--- config.mk ---
export PLATFORM = sky130hd
export DESIGN_NAME = divisor_clock_multi_flat
export DESIGN_NICKNAME = d
export VERILOG_FILES = /design/src/rtl/divisor_clock_multi_if.sv /design/src/rtl/divisor_clock_multi.sv /design/src/flat_wrapper.sv
export SDC_FILE = /design/constraint.sdc
export NUM_CORES = 1
export LEC_CHECK = 0
export CAP_MARGIN = 0
export CELL_PAD_IN_SITES_DETAIL_PLACEMENT = 1
export CELL_PAD_IN_SITES_GLOBAL_PLACEMENT = 1
export CORE_MARGIN = 3
export CORE_UTILIZATION = 40
export CTS_BUF_LIST = sky130_fd_sc_hd__clkbuf_8
export CTS_CLUSTER_DIAMETER = 80
export DETAILED_ROUTE_END_ITERATION = 8
export MAX_ROUTING_LAYER = met4
export PLACE_DENSITY = 0.81
export SKIP_LAST_GASP = 1
export SLEW_MARGIN = 20
export SYNTH_ARGS = -nofsm -noshare
export SYNTH_HDL_FRONTEND = slang
export SYNTH_SLANG_ARGS = --single-unit
--- constraint.sdc ---
create_clock -name clk -period 2.1 [get_ports clk]
set_input_delay 0.315 -clock clk [delete_from_list [all_inputs] [get_ports clk]]
set_output_delay 0.315 -clock clk [all_outputs]
set_load 0.02 [all_outputs]
--- src/rtl/divisor_clock_multi_if.sv ---
// Bundle of the per-channel control inputs and divided-clock outputs of
// divisor_clock_multi.
//   habilita   : per-channel run enable (bit i = channel i)
//   divisor    : per-channel half-period minus one, channel i in [i*LARGURA +: LARGURA]
//   modo_passo : 1 = single-step mode for all channels
//   passo      : single-step request (level; rising edge detected in the DUT)
//   saida      : divided clock per channel
//   tick       : one-cycle pulse in the cycle saida[i] rises
// master drives the controls, slave is the divider.
interface divisor_clock_multi_if #(
  parameter int N_CANAIS = 2,
  parameter int LARGURA  = 8
);
  logic [N_CANAIS-1:0]         habilita;
  logic [N_CANAIS*LARGURA-1:0] divisor;
  logic                        modo_passo;
  logic                        passo;
  logic [N_CANAIS-1:0]         saida;
  logic [N_CANAIS-1:0]         tick;

  modport master (
    output habilita, divisor, modo_passo, passo,
    input  saida, tick
  );

  modport slave (
    input  habilita, divisor, modo_passo, passo,
    output saida, tick
  );
endinterface

--- src/rtl/divisor_clock_multi.sv ---
// divisor_clock_multi: N_CANAIS independent programmable clock dividers.
// Each channel produces saida with half-period D+1 clk cycles (D = its divisor
// slice), plus a one-cycle tick in the cycle saida rises. D is sampled only in
// the first cycle of each half-period.
// Optional single-step mode is compiled in when the macro PASSO_UNICO_EN is
// defined; otherwise modo_passo/passo are accepted but ignored.
// Ports:
//   clk   : system clock, rising edge
//   rst_n : asynchronous active-low reset
//   bus   : divisor_clock_multi_if.slave (habilita, divisor, modo_passo,
//           passo in; saida, tick out)
module divisor_clock_multi #(
  parameter int N_CANAIS = 2,
  parameter int LARGURA  = 8
) (
  input  logic                 clk,
  input  logic                 rst_n,
  divisor_clock_multi_if.slave bus
);

  typedef enum logic [1:0] {
    LIVRE,
    ESPERA,
    ALTO
  } estado_t;

  estado_t             estado   [N_CANAIS];
  estado_t             estado_n [N_CANAIS];
  logic [LARGURA-1:0]  cont     [N_CANAIS];
  logic [LARGURA-1:0]  cont_n   [N_CANAIS];
  logic [LARGURA-1:0]  sombra   [N_CANAIS];
  logic [LARGURA-1:0]  sombra_n [N_CANAIS];
  logic [LARGURA-1:0]  d_ef     [N_CANAIS];
  logic [N_CANAIS-1:0] saida_r, saida_n;
  logic [N_CANAIS-1:0] tick_r, tick_n;
  logic                modo;
  logic                passo_ok;

`ifdef PASSO_UNICO_EN
  logic passo_q;
  logic modo_q;

  always_ff @(posedge clk or negedge rst_n) begin
    if (!rst_n) begin
      passo_q <= 1'b0;
      modo_q  <= 1'b0;
    end else begin
      passo_q <= bus.passo;
      modo_q  <= bus.modo_passo;
    end
  end

  assign modo = bus.modo_passo;
  // modo_q is still 0 in the cycle step mode is entered, so a passo rise
  // coinciding with modo_passo 0->1 is dropped.
  assign passo_ok = bus.passo & ~passo_q & bus.modo_passo & modo_q;
`else
  logic unused_passo;
  assign unused_passo = bus.modo_passo ^ bus.passo;
  assign modo         = 1'b0;
  assign passo_ok     = 1'b0;
`endif

  // Effective divisor: live input in the first cycle of a half-period,
  // shadow copy for the rest of it.
  always_comb begin
    for (int unsigned i = 0; i < N_CANAIS; i++) begin
      d_ef[i] = (cont[i] == '0) ? bus.divisor[i*LARGURA +: LARGURA] : sombra[i];
    end
  end

  always_comb begin
    saida_n = saida_r;
    tick_n  = '0;
    for (int unsigned i = 0; i < N_CANAIS; i++) begin
      estado_n[i] = estado[i];
      cont_n[i]   = cont[i];
      sombra_n[i] = sombra[i];
      if (cont[i] == '0) begin
        sombra_n[i] = bus.divisor[i*LARGURA +: LARGURA];
      end
      if (!bus.habilita[i]) begin
        cont_n[i]   = '0;
        saida_n[i]  = 1'b0;
        estado_n[i] = modo ? ESPERA : LIVRE;
      end else begin
        unique case (estado[i])
          LIVRE: begin
            // Entering step mode: leave at once when low, otherwise only at
            // the end of the current high phase.
            if (modo && (!saida_r[i] || cont[i] == d_ef[i])) begin
              estado_n[i] = ESPERA;
              cont_n[i]   = '0;
              saida_n[i]  = 1'b0;
            end else if (cont[i] == d_ef[i]) begin
              cont_n[i]  = '0;
              saida_n[i] = ~saida_r[i];
              tick_n[i]  = ~saida_r[i];
            end else begin
              cont_n[i] = cont[i] + LARGURA'(1);
            end
          end
          ESPERA: begin
            cont_n[i]  = '0;
            saida_n[i] = 1'b0;
            if (!modo) begin
              estado_n[i] = LIVRE;
            end else if (passo_ok) begin
              estado_n[i] = ALTO;
              saida_n[i]  = 1'b1;
              tick_n[i]   = 1'b1;
            end
          end
          ALTO: begin
            if (cont[i] == d_ef[i]) begin
              cont_n[i]   = '0;
              saida_n[i]  = 1'b0;
              estado_n[i] = modo ? ESPERA : LIVRE;
            end else begin
              cont_n[i] = cont[i] + LARGURA'(1);
            end
          end
          default: begin
            estado_n[i] = LIVRE;
            cont_n[i]   = '0;
            saida_n[i]  = 1'b0;
          end
        endcase
      end
    end
  end

  always_ff @(posedge clk or negedge rst_n) begin
    if (!rst_n) begin
      saida_r <= '0;
      tick_r  <= '0;
      for (int unsigned i = 0; i < N_CANAIS; i++) begin
        estado[i] <= LIVRE;
        cont[i]   <= '0;
        sombra[i] <= '0;
      end
    end else begin
      saida_r <= saida_n;
      tick_r  <= tick_n;
      for (int unsigned i = 0; i < N_CANAIS; i++) begin
        estado[i] <= estado_n[i];
        cont[i]   <= cont_n[i];
        sombra[i] <= sombra_n[i];
      end
    end
  end

  assign bus.saida = saida_r;
  assign bus.tick  = tick_r;

endmodule

--- src/flat_wrapper.sv ---
// flat-port wrapper written by rule: the top's interface ports become plain ports
module divisor_clock_multi_flat 
#(
  parameter int N_CANAIS = 2,
  parameter int LARGURA  = 8
)
  (clk, rst_n, bus_habilita, bus_divisor, bus_modo_passo, bus_passo, bus_saida, bus_tick);
  divisor_clock_multi_if #(.N_CANAIS(N_CANAIS), .LARGURA(LARGURA)) bus_i ();
  input  logic clk;
  input  logic rst_n;
  input wire logic [$bits(bus_i.habilita)-1:0] bus_habilita;
  input wire logic [$bits(bus_i.divisor)-1:0] bus_divisor;
  input wire logic [$bits(bus_i.modo_passo)-1:0] bus_modo_passo;
  input wire logic [$bits(bus_i.passo)-1:0] bus_passo;
  output wire logic [$bits(bus_i.saida)-1:0] bus_saida;
  output wire logic [$bits(bus_i.tick)-1:0] bus_tick;
  assign bus_i.habilita = bus_habilita;
  assign bus_i.divisor = bus_divisor;
  assign bus_i.modo_passo = bus_modo_passo;
  assign bus_i.passo = bus_passo;
  assign bus_saida = bus_i.saida;
  assign bus_tick = bus_i.tick;
  divisor_clock_multi #(.N_CANAIS(N_CANAIS), .LARGURA(LARGURA)) u_core (.clk(clk), .rst_n(rst_n), .bus(bus_i));
endmodule
# Word level (Yosys, flattened, before mapping)
# Cells that the tools add are included.
[classes]
n_reduce_logical = 10
n_eq_ne = 10
mux = 28
n_bitwise = 2
add_sub_neg = 2
[op_table]
columns = ["op", "n"]
rows = [
  ["8-bit two-way mux", 8],
  ["8-bit by 1-bit adder with 8-bit output (second input constant)", 2],
  ["8-bit == test", 2],
  ["8-bit zero test", 2],
  ["1-bit two-way mux", 12],
  ["3-bit by 2-bit != test with 1-bit output (second input constant)", 4],
  ["2-bit two-way mux", 4],
  ["2-bit case mux with 2 select lines", 2],
  ["2-bit AND reduction", 4],
  ["2-bit == test (second input constant)", 2],
  ["2-bit zero test", 2],
  ["2-bit != test (second input constant)", 2],
  ["1-bit case mux with 2 select lines", 2],
  ["2-bit OR reduction", 2],
  ["1-bit inverter", 2],
]
[totals]
elab_cells = 61
out_inout_bits = 4
in_bits = 22
regBits = 40

# Depth between registers and ports, before layout
# Gate-level depths: netlist of the first run.
[depth]
ltp_word = 6
ltp_mapped = 8
mapped_depth_nobuf = 7

# Worst setup path before layout of the first run
# OpenSTA, ideal clock, no wires.
[synth_path]
kind = "register -> register"
start = "reg u_core.cont[8] (netlist name)"
end = "reg u_core.cont[10] (netlist name)"
path_slack_ps = 108
synth_period_minus_slack_ps = 1992
setup_ps = 130
path_buffers = 0
required_time_ps = 1970
arrival_ps = 1862
path_stages_with_launch = 8
cell_sequence = "dfrtp_1 inv_1 ha_1 nand4_1 mux2_2 a221o_1 o21ai_2 nor2_1"
[synth_rtl]
columns = ["item", "line", "rtl"]
rows = [
  ["start: declaration", "divisor_clock_multi.sv:29", "logic [LARGURA-1:0] cont [N_CANAIS];"],
  ["start signal: indexed assignment", "divisor_clock_multi.sv:147", "cont[i] <= cont_n[i];"],
]

==> results of run 1 <==
==> power groups by stage <==
| stage | combinational (mW) | clock, mW | sequential, mW |
|---|---|---|---|
| 2_1_floorplan | 0.212 | 0 | 0.836 |
| 3_3_place_gp | 0.348 | 0 | 0.845 |
| 3_5_place_dp | 0.369 | 0 | 0.850 |
| 4_1_cts | 0.376 | 0.453 | 0.837 |
| 5_1_grt | 0.469 | 0.478 | 0.854 |
| 6_report | 0.434 | 0.441 | 0.847 |
==> metrics by stage <==
stage / TNS [ps] / instances / power (mW) / util, %
2_1_floorplan: 0 / 166 / 1.048 / -
3_3_place_gp: -2746 / 259 / 1.193 / 51.70
3_5_place_dp: -4067 / 259 / 1.219 / 51.70
4_1_cts: -10.68 / 264 / 1.666 / 53.63
5_1_grt: -1011 / 267 / 1.801 / 56.58
6_report: -6.136 / 267 / 1.723 / 56.58
==> area by class of cell <==
cell class,count,area [um^2]
inverters,20,75.07
well taps,52,65.06
clock buffers,5,68.82
flip-flops and latches,36,900.9
repair buffers,46,425.4
multi-input cells,108,962.2
fillers,482,1917
==> cells by family after synthesis <==
family | count (synthesis) | synth area share (%)
buffers and inverters | 22 | 4.736
XOR/XNOR | 14 | 6.631
AO/OA/AOI/OAI | 25 | 11.98
multiplexers | 16 | 9.608
AND/OR/NAND/NOR | 49 | 15.63
flip-flops | 36 | 48.71
adder cells (fa/ha/maj) | 4 | 2.706
==> cells in the final DEF, fill, tap and decap left out, types with 3 or more instances in the layout <==
master / n
nand3_1: 10
dfrtp_1: 36
buf_4: 19
clkdlybuf4s50_1: 20
nor2_1: 16
nand4_1: 3
clkbuf_8: 5
or2b_2: 3
dlymetal6s2s_1: 3
ha_1: 4
buf_6: 4
a22oi_1: 6
xnor2_1: 14
o22ai_1: 6
nor3_1: 6
inv_1: 20
mux2_2: 13
==> sequential cells by signal (all words and copies together) (netlist names) <==
name,count
u_core.bus.saida,2
u_core.sombra,16
u_core.cont,16
u_core.bus.tick,2
==> worst max-delay path: cells and delay by family (launching register included) <==
family,cells,cell delay [ps]
buffers and inverters,3,490
and+or+nand+nor,4,840
DFF,1,390
AOI/OAI and AO/OA,2,300
==> worst paths after layout <==
path | start | to | cells past startpoint
worst max-delay path | u_core.cont[6] | u_core.cont[6] | 9
worst min-delay path | bus_divisor[13] | u_core.sombra[5] | 2
worst max register to register | u_core.cont[6] | u_core.cont[6] | 9
worst min register to register | u_core.bus.saida[0] | u_core.bus.tick[0] | 1
max in group asynchronous | rst_n | u_core.cont[6] | 2
min in group asynchronous | rst_n | u_core.bus.saida[1] | 2
==> layer usage <==
layer	share of wire, %	routed length, um	vias up	GRT usage, %
met5	0	0	-	-
met4	2.6	136	0	6.439
met2	52	2751	45	30.31
met3	2.9	154	18	4.189
li1	-	-	689	-
met1	43	2253	782	24.51
==> what timing repair did <==
action / CTS / global route
gates cloned: 0 / 0
gates resized for setup: 3 / 18
setup endpoints to repair: 15 / 19
setup buffers: 0 / 3
hold buffers: 0 / 0
endpoints found under the hold margin: 0 / 0
pin swaps: 1 / 14
==> flow_summary.yaml, run 1 <==
route:
  first_pass_iters: 4
  drcViolationCount: 0
  vias: 1534
  drt-total-wl_um: 5296
  post_drt_wl_per_cell_um: 19.84
  drtAntennaViolNets: 0
  drt_iter0_markers: 68
  via_per_inst: 5.745
sta:
  slew_viol_final: 0
  setup-violations-final: 2
  fin_crit_ps: 2104
  hold_ws_ps: 312.3
  finalCritPeriodShare_pct: 100.2
  skew_ps: 6.695
  timing.slew.headroom_pct: 68.95
  rsz0062_at_grt: "yes"
  worst_pin_slew_ps: 465.8
  fmax_mhz: 475.2
  hold_violations: 0
  setup_ws_ps: -4.347
placement:
  place.gp.congestion: 0.8996
  dp_hpwl_um: 3464
  numPortBuffers: 23
  pre_cts_slack_ps: -270.0
  place_area_mm2: 0.002282
logic_synthesis:
  async_flop_share_pct: 100.0
  yosys-top-cells-area: "dfrtp_1, mux2_2, xnor2_1"
  synthTopCellsByCount: "dfrtp_1, inv_1, nor2_1"
  synth_area_leader_cell: "dfrtp_1"
  yosysTopAreaCellShare_pct: 48.71
  ys_ff_latch: 36
  netlist_area_mm2: 0.001849
  synth_edf_count: 0
  ys_types: 32
  synth_most_common_cell: "dfrtp_1"
  syn_inst: 166
  syn_nets: 192
  ys_seq_area_share_pct: 48.71
  synth.avg_cell_area_um2: 11.14
  synth_flop_cell: "dfrtp_1"
  ys_warn_count: 0
power_and_ir_drop:
  power_density_mw_per_mm2: 689.8
  p_seq_share_pct: 49.2
  swShare_pct: 29.28
  power_switching_mw: 0.5044
  p_int_mw: 1.218
  power.leakage_nw: 1.066
  pwr-share-clk_pct: 25.6
  p_comb_share_pct: 25.2
  ir_drop_uv: 316.8
global_route:
  overflow: 0
  grt_max_degree: 37
  grt_usage_pct: 19.22
  grt_pass1_vias: 1574
  grt_pass1_wl_um: 7734
  antenna_found_initial: 0
worst_setup_path:
  worst_ep_arrival_time_ps: 2300
  max_stage_delay_ps: 390
  crit_fanout: 8
  rrSetupSlack_ps: -4
  worstPathCellList: "nor4_2, nand4_1, buf_6, buf_4, and4_1, o22ai_4, o21ai_2, buf_6, nor2_1"
  critical_path.most_common_cell: "buf_6"
  cp_slowest_cell: "dfrtp_1"
  endpoint_kind: "flip-flop"
  worstSetupStartpointType: "flip-flop"
  crit_type: "reg -> reg"
  critPathRequiredTime_ps: 2300
final_layout:
  finalInstanceArea_mm2: 0.002497
  drive_gt1_share_pct: 27.91
  fin_nets: 243
  areaGrowthSynthToFinish_pct: 35.05
  antennaDiodeCount: 0
floorplanning:
  ioPinCount: 26
  core-area_mm2: 0.004414
  die_area_mm2: 0.005475
  dieWidth_um: 74.00
  rows: 24
  initial_core_util_pct: 41.89
  dieHeight_um: 74.00
clock_network:
  cts_tree: "done"
  cts_sinks: 36
  clkLatencyLatePin_ps: 290
  path_clk_slew_ps: 60
  cts_buffer_depth: 2
  cts_made_buffers: 5
  clock-root-buffer: "clkbuf_8"
  cts_htree_levels: 2
hold_path:
  hold_class: "in -> reg"
outcome:
  status: "finished, violations left"
  violations: "setup timing"
run:
  drv_cap: 0
Note: power is estimated with default switching activity, not from simulation.
==> run 2: changes to the inputs <==
REMOVE_ABC_BUFFERS = 1   (was default)
==> run 2 against run 1 <==
Against the previous run: the flow now finishes without violations; cell area shrank 0.55%; maximum frequency grew 1.4%; utilization shrank 0.31 points; via count shrank 1.4%; clock skew shrank 3.2 ps; combinational power shrank 3%; register-to-register slack gained 30 ps; power grew 3.9%; critical path type unchanged.
==> flow_summary.yaml, run 2 (same netlist as run 1, synthesis figures left out) <==
outcome:
  status: "finished clean"
route:
  vias: 1513
  drtAntennaViolNets: 0
  via_per_inst: 5.625
  drt-total-wl_um: 5451
  drcViolationCount: 0
  drt_iter0_markers: 75
  first_pass_iters: 4
  post_drt_wl_per_cell_um: 20.26
clock_network:
  path_clk_slew_ps: 70
  cts_sinks: 36
  cts_tree: "done"
  clock-root-buffer: "clkbuf_8"
  cts_made_buffers: 5
  clkLatencyLatePin_ps: 290
  hold_buffers: 0
  cts_htree_levels: 2
  cts_buffer_depth: 2
hold_path:
  hold_class: "in -> reg"
  min_path_cells: 2
sta:
  hold_ws_ps: 291.0
  hold_violations: 0
  timing.slew.headroom_pct: 63.43
  fmax_mhz: 481.7
  worst_pin_slew_ps: 544.4
  rsz0062_at_grt: "yes"
  slew_viol_final: 0
  finalSetupTns_ps: 0
  fin_crit_ps: 2076
  finalCritPeriodShare_pct: 98.86
  skew_ps: 3.483
  setup-violations-final: 0
floorplanning:
  ioPinCount: 26
  dieWidth_um: 74.00
  initial_core_util_pct: 41.89
  rows: 24
  dieHeight_um: 74.00
  core-area_mm2: 0.004414
  die_area_mm2: 0.005475
worst_setup_path:
  critPathRequiredTime_ps: 2280
  reg2regPathDepth: 9
  worstSetupStartpointType: "flip-flop"
  endpoint_kind: "flip-flop"
  worst_ep_arrival_time_ps: 2260
  crit_type: "reg -> reg"
  crit_fanout: 8
global_route:
  grt_max_degree: 37
  overflow: 0
  grt_pass1_wl_um: 8073
  grt_usage_pct: 20.29
  grt_pass1_vias: 1660
  antenna_found_initial: 0
placement:
  numPortBuffers: 23
  place.gp.congestion: 0.9263
  dp_hpwl_um: 3839
final_layout:
  drive_gt1_share_pct: 28.57
  antennaDiodeCount: 0
  final_common_cell: "dfrtp_1"
  areaGrowthSynthToFinish_pct: 34.30
  fin_nets: 242
  final_cell_mix: "dfrtp_1, inv_1, clkdlybuf4s50_1"
  reg.largest.list: "u_core.cont (16), u_core.sombra (16)"
run:
  drv_cap: 0
power_and_ir_drop:
  power_density_mw_per_mm2: 720.7
  ir_drop_uv: 354.2
  power.leakage_nw: 1.068
## run 2: path summary, 6_finish.rpt
kind / from / endpoint / slack (ps)
hold reg to reg: u_core.bus.saida[1] / u_core.bus.tick[1] / 530
hold / removal: bus_divisor[11] / u_core.sombra[3] / 290
max in group asynchronous: rst_n / u_core.sombra[8] / 1340
min in group asynchronous: rst_n / u_core.bus.tick[1] / 430
setup reg to reg: u_core.cont[9] / u_core.cont[13] / 20
setup / recovery: u_core.cont[9] / u_core.cont[13] / 20
## run 2: per-layer routing
metal | GRT usage [%] | share of wire, % | vias to the layer above
li1 | - | - | 688
met1 | 25.37 | 43 | 778
met2 | 32.38 | 53 | 33
met3 | 3.108 | 2.1 | 14
met4 | 9.256 | 2.6 | 0
met5 | - | 0 | -
## run 2: through the flow
stage          area (um^2)  setup slack, ps  total power, mW  util, %  instances
3_5_place_dp          2282           -266.2            1.230    51.70        259
6_report              2484            23.89            1.790    56.26        269
2_1_floorplan         1837           -175.2            1.041        -        164
5_1_grt               2484           -128.7            1.865    56.26        269
3_3_place_gp          2282           -191.6            1.190    51.70        259
4_1_cts               2385            3.824            1.751    54.02        267
## run 2: what timing repair did
item,CTS,global route
pin swaps,3,6
hold endpoints to repair,0,0
setup endpoints to repair,18,20
setup buffers,0,2
gates resized for setup,2,16
## run 2: report_power, final
group | internal (mW) | leakage, nW | switching [mW] | total, mW
registers | 0.775 | 0.461 | 0.0755 | 0.850
clock network | 0.262 | 0.0510 | 0.254 | 0.516
logic | 0.225 | 0.556 | 0.199 | 0.423
## run 2: final cells by class
cell class	instances	area, um^2
timing repair buffer	45	414.1
clock buffer	6	82.58
multi-input combinational	108	935.9
clock inverter	2	10.01
tap	52	65.06
sequential	36	900.9
fill	479	1931
inverter	20	75.07
## run 2: critical path, cell delays in order, from the launching register on
cell     delay (ps)
dfrtp_1         380
inv_1           130
ha_1            200
nand4_1         130
buf_4           190
mux2i_1         140
a221o_1         390
o21ai_2         190
buf_6           150
nor2_1           50
==> run 3: changes to the inputs <==
PLACE_DENSITY = 0.79   (was 0.81)
clock period = 2.6 ns   (was 2.1 ns; I/O delays follow)
==> run 3 against run 2 <==
Against the previous run: sequential power is 19% lower; setup slack better by 260 ps; global-route usage is 3.0 points lower; routed wire length is 24% lower; power is 24% lower; via count is 9.7% lower; sequential cell count stayed put; register-to-register slack better by 260 ps; critical path depth is 2 lower; largest cell class is now registers; highest routed layer unchanged.
==> flow_summary.yaml, run 3 (same netlist as run 1, synthesis figures left out) <==
outcome:
  status: "finished clean"
final_layout:
  antennaDiodeCount: 0
  finalInstanceArea_mm2: 0.002255
  n_fill_cell: 491
  areaGrowthSynthToFinish_pct: 21.92
  fin_nets: 224
  final_cell_mix: "dfrtp_1, clkdlybuf4s50_1, inv_1"
  final_common_cell: "dfrtp_1"
  drive_gt1_share_pct: 18.59
  reg.largest.list: "u_core.cont (16), u_core.sombra (16)"
worst_setup_path:
  crit_fanout: 8
  endpoint_kind: "flip-flop"
  worst_ep_arrival_time_ps: 2480
  worstPathCellList: "inv_1, ha_1, nand4_1, mux2_2, a221o_1, o21ai_2, nor2_1"
  critPathTopFamily: "compound AO/OA/AOI/OAI gates"
  cp.buffers_inverters: 1
  crit_type: "reg -> reg"
  critPathRequiredTime_ps: 2770
  cp_slowest_cell: "dfrtp_1"
  max_stage_delay_ps: 480
  worstSetupStartpointType: "flip-flop"
global_route:
  overflow: 0
  grt_usage_pct: 17.33
  grt_pass1_vias: 1474
  antenna_found_initial: 0
  grt.met1_usage_pct: 20.02
  top_usage_layer: "met2"
  grtUsageMet3_pct: 4.054
  grtUsageMet2_pct: 29.23
  grt_pass1_wl_um: 6913
  grt_max_degree: 37
sta:
  hold_violations: 0
  finalSetupTns_ps: 0
  timing.slew.headroom_pct: 69.86
  setup_ws_ps: 285.5
  fmax_mhz: 432.1
  fin_crit_ps: 2315
  skew_ps: 5.378
  setup-violations-final: 0
  finalCritPeriodShare_pct: 89.02
  slew_viol_final: 0
  rsz0062_at_grt: "no"
  hold_ws_ps: 509.8
  worst_pin_slew_ps: 452.0
power_and_ir_drop:
  p_total_mw: 1.354
  p_comb_share_pct: 18.7
  power.leakage_nw: 0.9339
  swShare_pct: 28.08
  p_seq_share_pct: 50.6
  power_switching_mw: 0.3804
  power_density_mw_per_mm2: 600.7
  ir_drop_uv: 358.7
  p_int_mw: 0.9740
  pwr-share-clk_pct: 30.8
route:
  drt-total-wl_um: 4128
  drtAntennaViolNets: 0
  first_pass_iters: 4
  drcViolationCount: 0
  post_drt_wl_per_cell_um: 16.45
  drt_iter0_markers: 52
  via_per_inst: 5.442
  vias: 1366
placement:
  place.gp.congestion: 0.8651
  numPortBuffers: 23
  dp_hpwl_um: 3239
  place_area_mm2: 0.002155
  pre_cts_slack_ps: 71.41
run:
  drv_cap: 0
clock_network:
  cts_buffer_depth: 2
  path_clk_slew_ps: 70
  clock-root-buffer: "clkbuf_8"
  cts_made_buffers: 5
  clkLatencyLatePin_ps: 290
  cts_sinks: 36
  cts_htree_levels: 2
  cts_tree: "done"
  cts-resized-gates: 0
floorplanning:
  dieHeight_um: 74.00
  ioPinCount: 26
  dieWidth_um: 74.00
  core-area_mm2: 0.004414
  die_area_mm2: 0.005475
  initial_core_util_pct: 41.89
  rows: 24
hold_path:
  hold_class: "in -> async"
==> run 3: cell types whose count changed in the layout (fill, tap and decap cells not counted), sizes merged <==
cell           before  now
dlymetal6s2s        3    0
clkdlybuf4s50      20   23
buf                22    4
==> run 3: worst paths after layout <==
path / start / endpoint / slack (ps) / depth (start not counted)
min in group clk: u_core.bus.saida[1] / u_core.bus.tick[1] / 510 / 1
max in group asynchronous: rst_n / u_core.sombra[11] / 1770 / 2
min: rst_n / u_core.cont[3] / 510 / 2
min reg2reg: u_core.bus.saida[1] / u_core.bus.tick[1] / 510 / 1
max reg2reg: u_core.cont[8] / u_core.cont[14] / 290 / 7
max: u_core.cont[8] / u_core.cont[14] / 290 / 7
==> run 3: repair_timing <==
action	in CTS	in global routing
setup endpoints to repair	0	1
setup buffers	0	1
hold buffers	0	0
==> run 3: area by class of cell <==
cell class                      instances  area [um^2]  area share, %
Sequential cell                        36        900.9          39.96
Multi-Input combinational cell        108        860.8          38.18
Timing Repair Buffer                   27        260.3          11.54
Clock buffer                            6        82.58          3.663
Inverter                               20        75.07          3.330
Tap cell                               52        65.06          2.886
Clock inverter                          2        10.01         0.4440
==> run 3: power by group through the flow <==
stage          clock [mW]  sequential (mW)  combinational (mW)
6_report            0.417            0.685               0.253
5_1_grt             0.458            0.694               0.278
4_1_cts             0.429            0.684               0.252
3_5_place_dp            0            0.693               0.252
3_3_place_gp            0            0.690               0.241
2_1_floorplan           0            0.675               0.166
==> run 3: metrics by stage <==
stage	util, %	std cells
after floorplan	-	164
after global placement	48.81	242
after detailed placement	48.81	242
after CTS	50.91	250
after global routing	51.08	251
final	51.08	251
==> run 3: routing by layer <==
layer / vias up / wire length (um)
li1: 652 / -
met1: 694 / 1761
met2: 14 / 2188
met3: 6 / 119
met4: 0 / 59
met5: - / 0
==> patch 1, RTL diff (config.mk and constraints of run 1) <==
`N_CANAIS` is set to 2 in 3 places; all go to 4.
--- a/src/rtl/divisor_clock_multi_if.sv
+++ b/src/rtl/divisor_clock_multi_if.sv
@@ -8,7 +8,7 @@
 //   tick       : one-cycle pulse in the cycle saida[i] rises
 // master drives the controls, slave is the divider.
 interface divisor_clock_multi_if #(
-  parameter int N_CANAIS = 2,
+  parameter int N_CANAIS = 4,
   parameter int LARGURA  = 8
 );
   logic [N_CANAIS-1:0]         habilita;
--- a/src/rtl/divisor_clock_multi.sv
+++ b/src/rtl/divisor_clock_multi.sv
@@ -10,7 +10,7 @@
 //   bus   : divisor_clock_multi_if.slave (habilita, divisor, modo_passo,
 //           passo in; saida, tick out)
 module divisor_clock_multi #(
-  parameter int N_CANAIS = 2,
+  parameter int N_CANAIS = 4,
   parameter int LARGURA  = 8
 ) (
   input  logic                 clk,
--- a/src/flat_wrapper.sv
+++ b/src/flat_wrapper.sv
@@ -1,7 +1,7 @@
 // flat-port wrapper written by rule: the top's interface ports become plain ports
 module divisor_clock_multi_flat 
 #(
-  parameter int N_CANAIS = 2,
+  parameter int N_CANAIS = 4,
   parameter int LARGURA  = 8
 )
   (clk, rst_n, bus_habilita, bus_divisor, bus_modo_passo, bus_passo, bus_saida, bus_tick);
Ports: changed (resized bus_divisor, bus_habilita, bus_saida and bus_tick); port bits go from 26 to 48. No check against the original RTL was run, so the function may have changed too.
==> patch 1 against run 1 <==
Fmax up 2.6%. Cell count up 110%. Largest power group unchanged. Core utilization down 0.30 points. Via count up 88%. Worst setup slack better by 0.053 ns. Total power up 130%. Synthesized area up 110%. Final area up 100%. Routed wire length up 83%. Largest cell class unchanged. Sequential cell count up 36.
==> patch 1: results <==
{
  "drtIter0Drc": 79,
  "firstDrtPassIters": 5,
  "grt_pass1_vias": 3234,
  "status": "finished clean",
  "cts_buffers": 9,
  "ys_top_cells_by_count": "72 x dfrtp_1, 40 x inv_1, 36 x nor2_1",
  "post-place-ws_ns": -0.3743,
  "vdd_ir_drop_max_v": 0.0004400,
  "dp_hpwl_um": 6796,
  "synth.distinct_cells": 55,
  "synth.area.top_cells": "dfrtp_1 47%, mux2_2 8.3%, xnor2_1 5.7%, inv_1 3.9%, nor2_1 3.5%",
  "htree_levels": 3,
  "grt_usage_pct": 19.05,
  "critPathMaxFanout": 3,
  "routabilityCongestion": 0.9133,
  "nFillCells": 951,
  "crit_arrival_ns": 2.32,
  "clkTransAtPathRegs_ns": 0.07,
  "yosys_warnings": 0,
  "antenna_found_initial": 0,
  "clock_path_buffers": 2,
  "syn_nets": 387,
  "yosysSeqAreaShare_pct": 47.28,
  "syn_inst": 339,
  "grt_max_degree": 73,
  "slowest_delay_ns": 0.41,
  "layout_top_registers": "u_core.cont: 32 flops, u_core.sombra: 32 flops",
  "ys_async_sr_fraction_pct": 100.0,
  "cp_slowest_cell": "dfrtp_1",
  "antennaDiodeCount": 0,
  "cts_root_buffer": "clkbuf_8",
  "grt_pass1_wl_um": 16090,
  "fin_skew_ns": 0.01470,
  "ys.flop_type": "dfrtp_1",
  "placed_cell_area_um2": 4633,
  "portBuffers": 45,
  "fin_cells": 555,
  "num_vias": 2882,
  "worstSkewPairLatency_ns": 0.36,
  "final_nets": 472,
  "place_inst": 536,
  "drive_above_1_share_pct": 25.64,
  "max-slew-margin-rel_pct": 63.25,
  "p_leak_nw": 2.126,
  "wl_per_cell_um": 17.51,
  "hold_class": "input port to async pin"
}
## patch 1: critical path, delay by kind of cell (launching register included)
family	cells	cell delay [ns]
simple gates	1	0.18
compound gates	4	1.04
flops	1	0.41
buf+inv	2	0.34
## patch 1: cells by family (layout without fill, tap and decap cells)
| group | Yosys count | count (layout) | share of synthesized area, % |
|---|---|---|---|
| AO/OA/AOI/OAI | 43 | 43 | 10.28 |
| buffers and inverters | 44 | 134 | 4.432 |
| XOR/XNOR | 35 | 35 | 8.733 |
| AND/OR/NAND/NOR | 106 | 106 | 17.27 |
| flip-flops | 72 | 72 | 47.28 |
| multiplexers | 31 | 31 | 9.389 |
| adder cells (fa/ha/maj) | 8 | 8 | 2.627 |
## patch 1: timing repair
item,4_1_cts,5_1_grt
gates cloned,0,0
setup endpoints to repair,18,36
hold buffers,1,0
pin swaps,4,9
resized for setup,4,19
endpoints found under the hold margin,41,0
buffers inserted,3,0
## patch 1: layer usage
metal  GRT usage, %  wire length, um
met1          23.57             4436
met2          31.26             4870
met3          3.358              237
met4          7.407              173
met5              -                0
## patch 1: path summary, 6_finish.rpt
check                                            from                               to  slack [ns]  cells after the start
max reg2reg                 u_core.cont[23]$_DFF_PN0_  u_core.bus.saida[1]$_DFFE_PN0P_        0.05                      7
min                                             rst_n      u_core.sombra[22]$_DFF_PN0_        0.50                      3
max in group asynchronous                       rst_n        u_core.cont[21]$_DFF_PN0_        1.28                      3
min in group clk           u_core.sombra[3]$_DFF_PN0_       u_core.sombra[3]$_DFF_PN0_        0.52                      1
min reg2reg                u_core.sombra[3]$_DFF_PN0_       u_core.sombra[3]$_DFF_PN0_        0.52                      1
max                         u_core.cont[23]$_DFF_PN0_  u_core.bus.saida[1]$_DFFE_PN0P_        0.05                      7
## patch 1: per-stage QoR
stage	util, %	hold slack (ns)	power (mW)
after global routing	56.27	0.5421	4.109
after detailed placement	51.62	0.3768	2.461
after floorplan	-	0.01941	2.156
final	56.27	0.5014	3.912
after CTS	55.06	0.5152	3.891
after global placement	51.62	0.3693	2.417
## patch 1: power by group
| group | switching (mW) | internal [mW] | leakage (nW) | total (mW) |
|---|---|---|---|---|
| sequential | 0.146 | 1.55 | 0.923 | 1.70 |
| clock | 0.558 | 0.853 | 0.126 | 1.41 |
| combinational | 0.377 | 0.426 | 1.08 | 0.804 |
| total | 1.08 | 2.83 | 2.13 | 3.91 |
## patch 1: layout make-up
cell class / instances / area (um2) / share of cell area [%]
Sequential cell: 72 / 1802 / 35.67
Multi-Input combinational cell: 223 / 1968 / 38.96
Inverter: 40 / 150.1 / 2.973
Tap cell: 126 / 157.7 / 3.121
Clock buffer: 11 / 151.4 / 2.997
Timing Repair Buffer: 78 / 719.4 / 14.24
Clock inverter: 5 / 102.6 / 2.031
==> patch 2, RTL diff (config.mk and constraints of run 1) <==
Made on the original files. The option `PASSO_UNICO_EN` is turned on by a define.
--- a/src/rtl/divisor_clock_multi.sv
+++ b/src/rtl/divisor_clock_multi.sv
@@ -9,6 +9,8 @@
 //   rst_n : asynchronous active-low reset
 //   bus   : divisor_clock_multi_if.slave (habilita, divisor, modo_passo,
 //           passo in; saida, tick out)
+`define PASSO_UNICO_EN
+
 module divisor_clock_multi #(
   parameter int N_CANAIS = 2,
   parameter int LARGURA  = 8
Behaviour: not the same (Yosys sat finds a counterexample within 4 cycles, from zero or initial values and one cycle with rst_n low).
==> patch 2 against run 1 <==
The run still ends with setup timing left. Worst setup slack got worse by 0.54 ns. Total power fell by 6.5%. Clock skew rose by 0.0025 ns. Final area rose by 18%. Count of clock-buffer cells in the layout did not move. Core utilization rose by 0.39 points. Synthesized area rose by 17%. Fmax fell by 20%. Synthesized cell count rose by 32%. Sequential cell count rose by 6. Routed wire length rose by 7.0%. Via count rose by 21%. Critical path type unchanged. Largest cell class unchanged. Largest power group unchanged.
==> patch 2: results <==
{
  "synth.area.top_cells": "dfrtp_1 49%, nand2_1 5.2%, xor2_1 4.0%, nor2_1 4.0%, mux2_2 3.6%",
  "use_met3_pct": 4.740,
  "multi_input_cells": 156,
  "routabilityCongestion": 0.8574,
  "fin_cells": 349,
  "grt_pass1_wl_um": 9411,
  "tns_ns": -7.509,
  "non_clock_buffer_area_share_pct": 16.86,
  "nFillCells": 574,
  "crit_arrival_ns": 2.82,
  "multiInputGateArea_um2": 1167,
  "drive_above_1_share_pct": 26.88,
  "clkTransAtPathRegs_ns": 0.08,
  "drtIter0Drc": 101,
  "synth_area_um2": 2165,
  "ys_top_cells_by_count": "42 x dfrtp_1, 30 x nand2_1, 23 x nor2_1",
  "postLayoutSetupSlackWorst_ns": -0.5437,
  "fin_skew_ns": 0.009214,
  "hold_class": "input port to async pin",
  "layout.non_clock_inverters": 18,
  "grt_usage_pct": 19.88,
  "layout_top_registers": "u_core.cont: 16 flops, u_core.sombra: 16 flops, u_core.estado: 4 flops",
  "grt_use_met1_pct": 23.85,
  "finalSetupViolations": 20,
  "reg2reg_to": "u_core.bus.saida[0]$_DFFE_PN0P_",
  "vdd_ir_drop_max_v": 0.0003190,
  "dp_hpwl_um": 4253,
  "syn_nets": 245,
  "portBuffers": 25,
  "syn_inst": 219,
  "yosysSeqAreaShare_pct": 48.55,
  "grt_pass1_vias": 1991,
  "violations": "setup timing",
  "max-slew-margin-rel_pct": 62.93,
  "critPathMaxFanout": 4,
  "post-cts-setup-buffers": 2,
  "grt_max_degree": 43,
  "synth_top_cell_area_share_pct": 48.55,
  "ys_ff_latch": 42,
  "r2r_slack_ns": -0.54,
  "placed_cell_area_um2": 2695,
  "wl_per_cell_um": 16.24,
  "synth.distinct_cells": 46,
  "viasPerCell": 5.307,
  "place_inst": 339,
  "seqCellArea_um2": 1051,
  "r2r-start": "u_core.cont[8]$_DFF_PN0_",
  "status": "complete, but fails checks",
  "cts_resized": 8
}
## patch 2: routing by layer
metal	vias up	wire, um
met1	935	2538
li1	879	-
met2	32	2876
met5	-	0
met4	0	68
met3	6	184
## patch 2: worst min-delay path by stage
stage	from	depth (start not counted)	slack [ns]	to
6_report	rst_n	2	0.09	u_core.sombra[4]$_DFF_PN0_
5_1_grt	rst_n	2	0.14	u_core.sombra[4]$_DFF_PN0_
4_1_cts	rst_n	2	0.10	u_core.sombra[4]$_DFF_PN0_
3_5_place_dp	rst_n	2	0.42	u_core.cont[4]$_DFF_PN0_
3_3_place_gp	rst_n	2	0.42	u_core.cont[4]$_DFF_PN0_
2_1_floorplan	rst_n	0	0.02	u_core.bus.saida[0]$_DFFE_PN0P_
## patch 2: critical path, stage by stage (launching register included)
cell	delay, ns
dfrtp_1	0.40
inv_2	0.08
ha_4	0.12
or4b_4	0.46
or4_4	0.49
nor4_4	0.16
o2111ai_2	0.20
or2_1	0.28
a311o_1	0.32
## patch 2: per-stage QoR
stage               worst slack (ns)  utilization [%]
detailed placement           -0.5565            52.10
CTS                          -0.5355            54.60
finish                       -0.5437            56.97
floorplan                    -0.5744                -
global route                 -0.6480            56.97
global placement             -0.4249            52.10
## patch 2: power by group
part	internal, mW	switching [mW]	total, mW
sequential	0.844	0.0276	0.872
combinational	0.119	0.120	0.240
clock	0.220	0.279	0.499
## patch 2: kinds of logic (layout without fill, tap and decap cells)
family / Yosys count / after routing / share of synthesized area [%]
simple gates: 97 / 97 / 22.77
compound gates: 28 / 28 / 10.52
fa+ha+maj: 4 / 4 / 2.312
flops: 42 / 42 / 48.56
buf+inv: 21 / 81 / 3.988
xor+xnor: 18 / 18 / 7.283
mux: 9 / 9 / 4.567
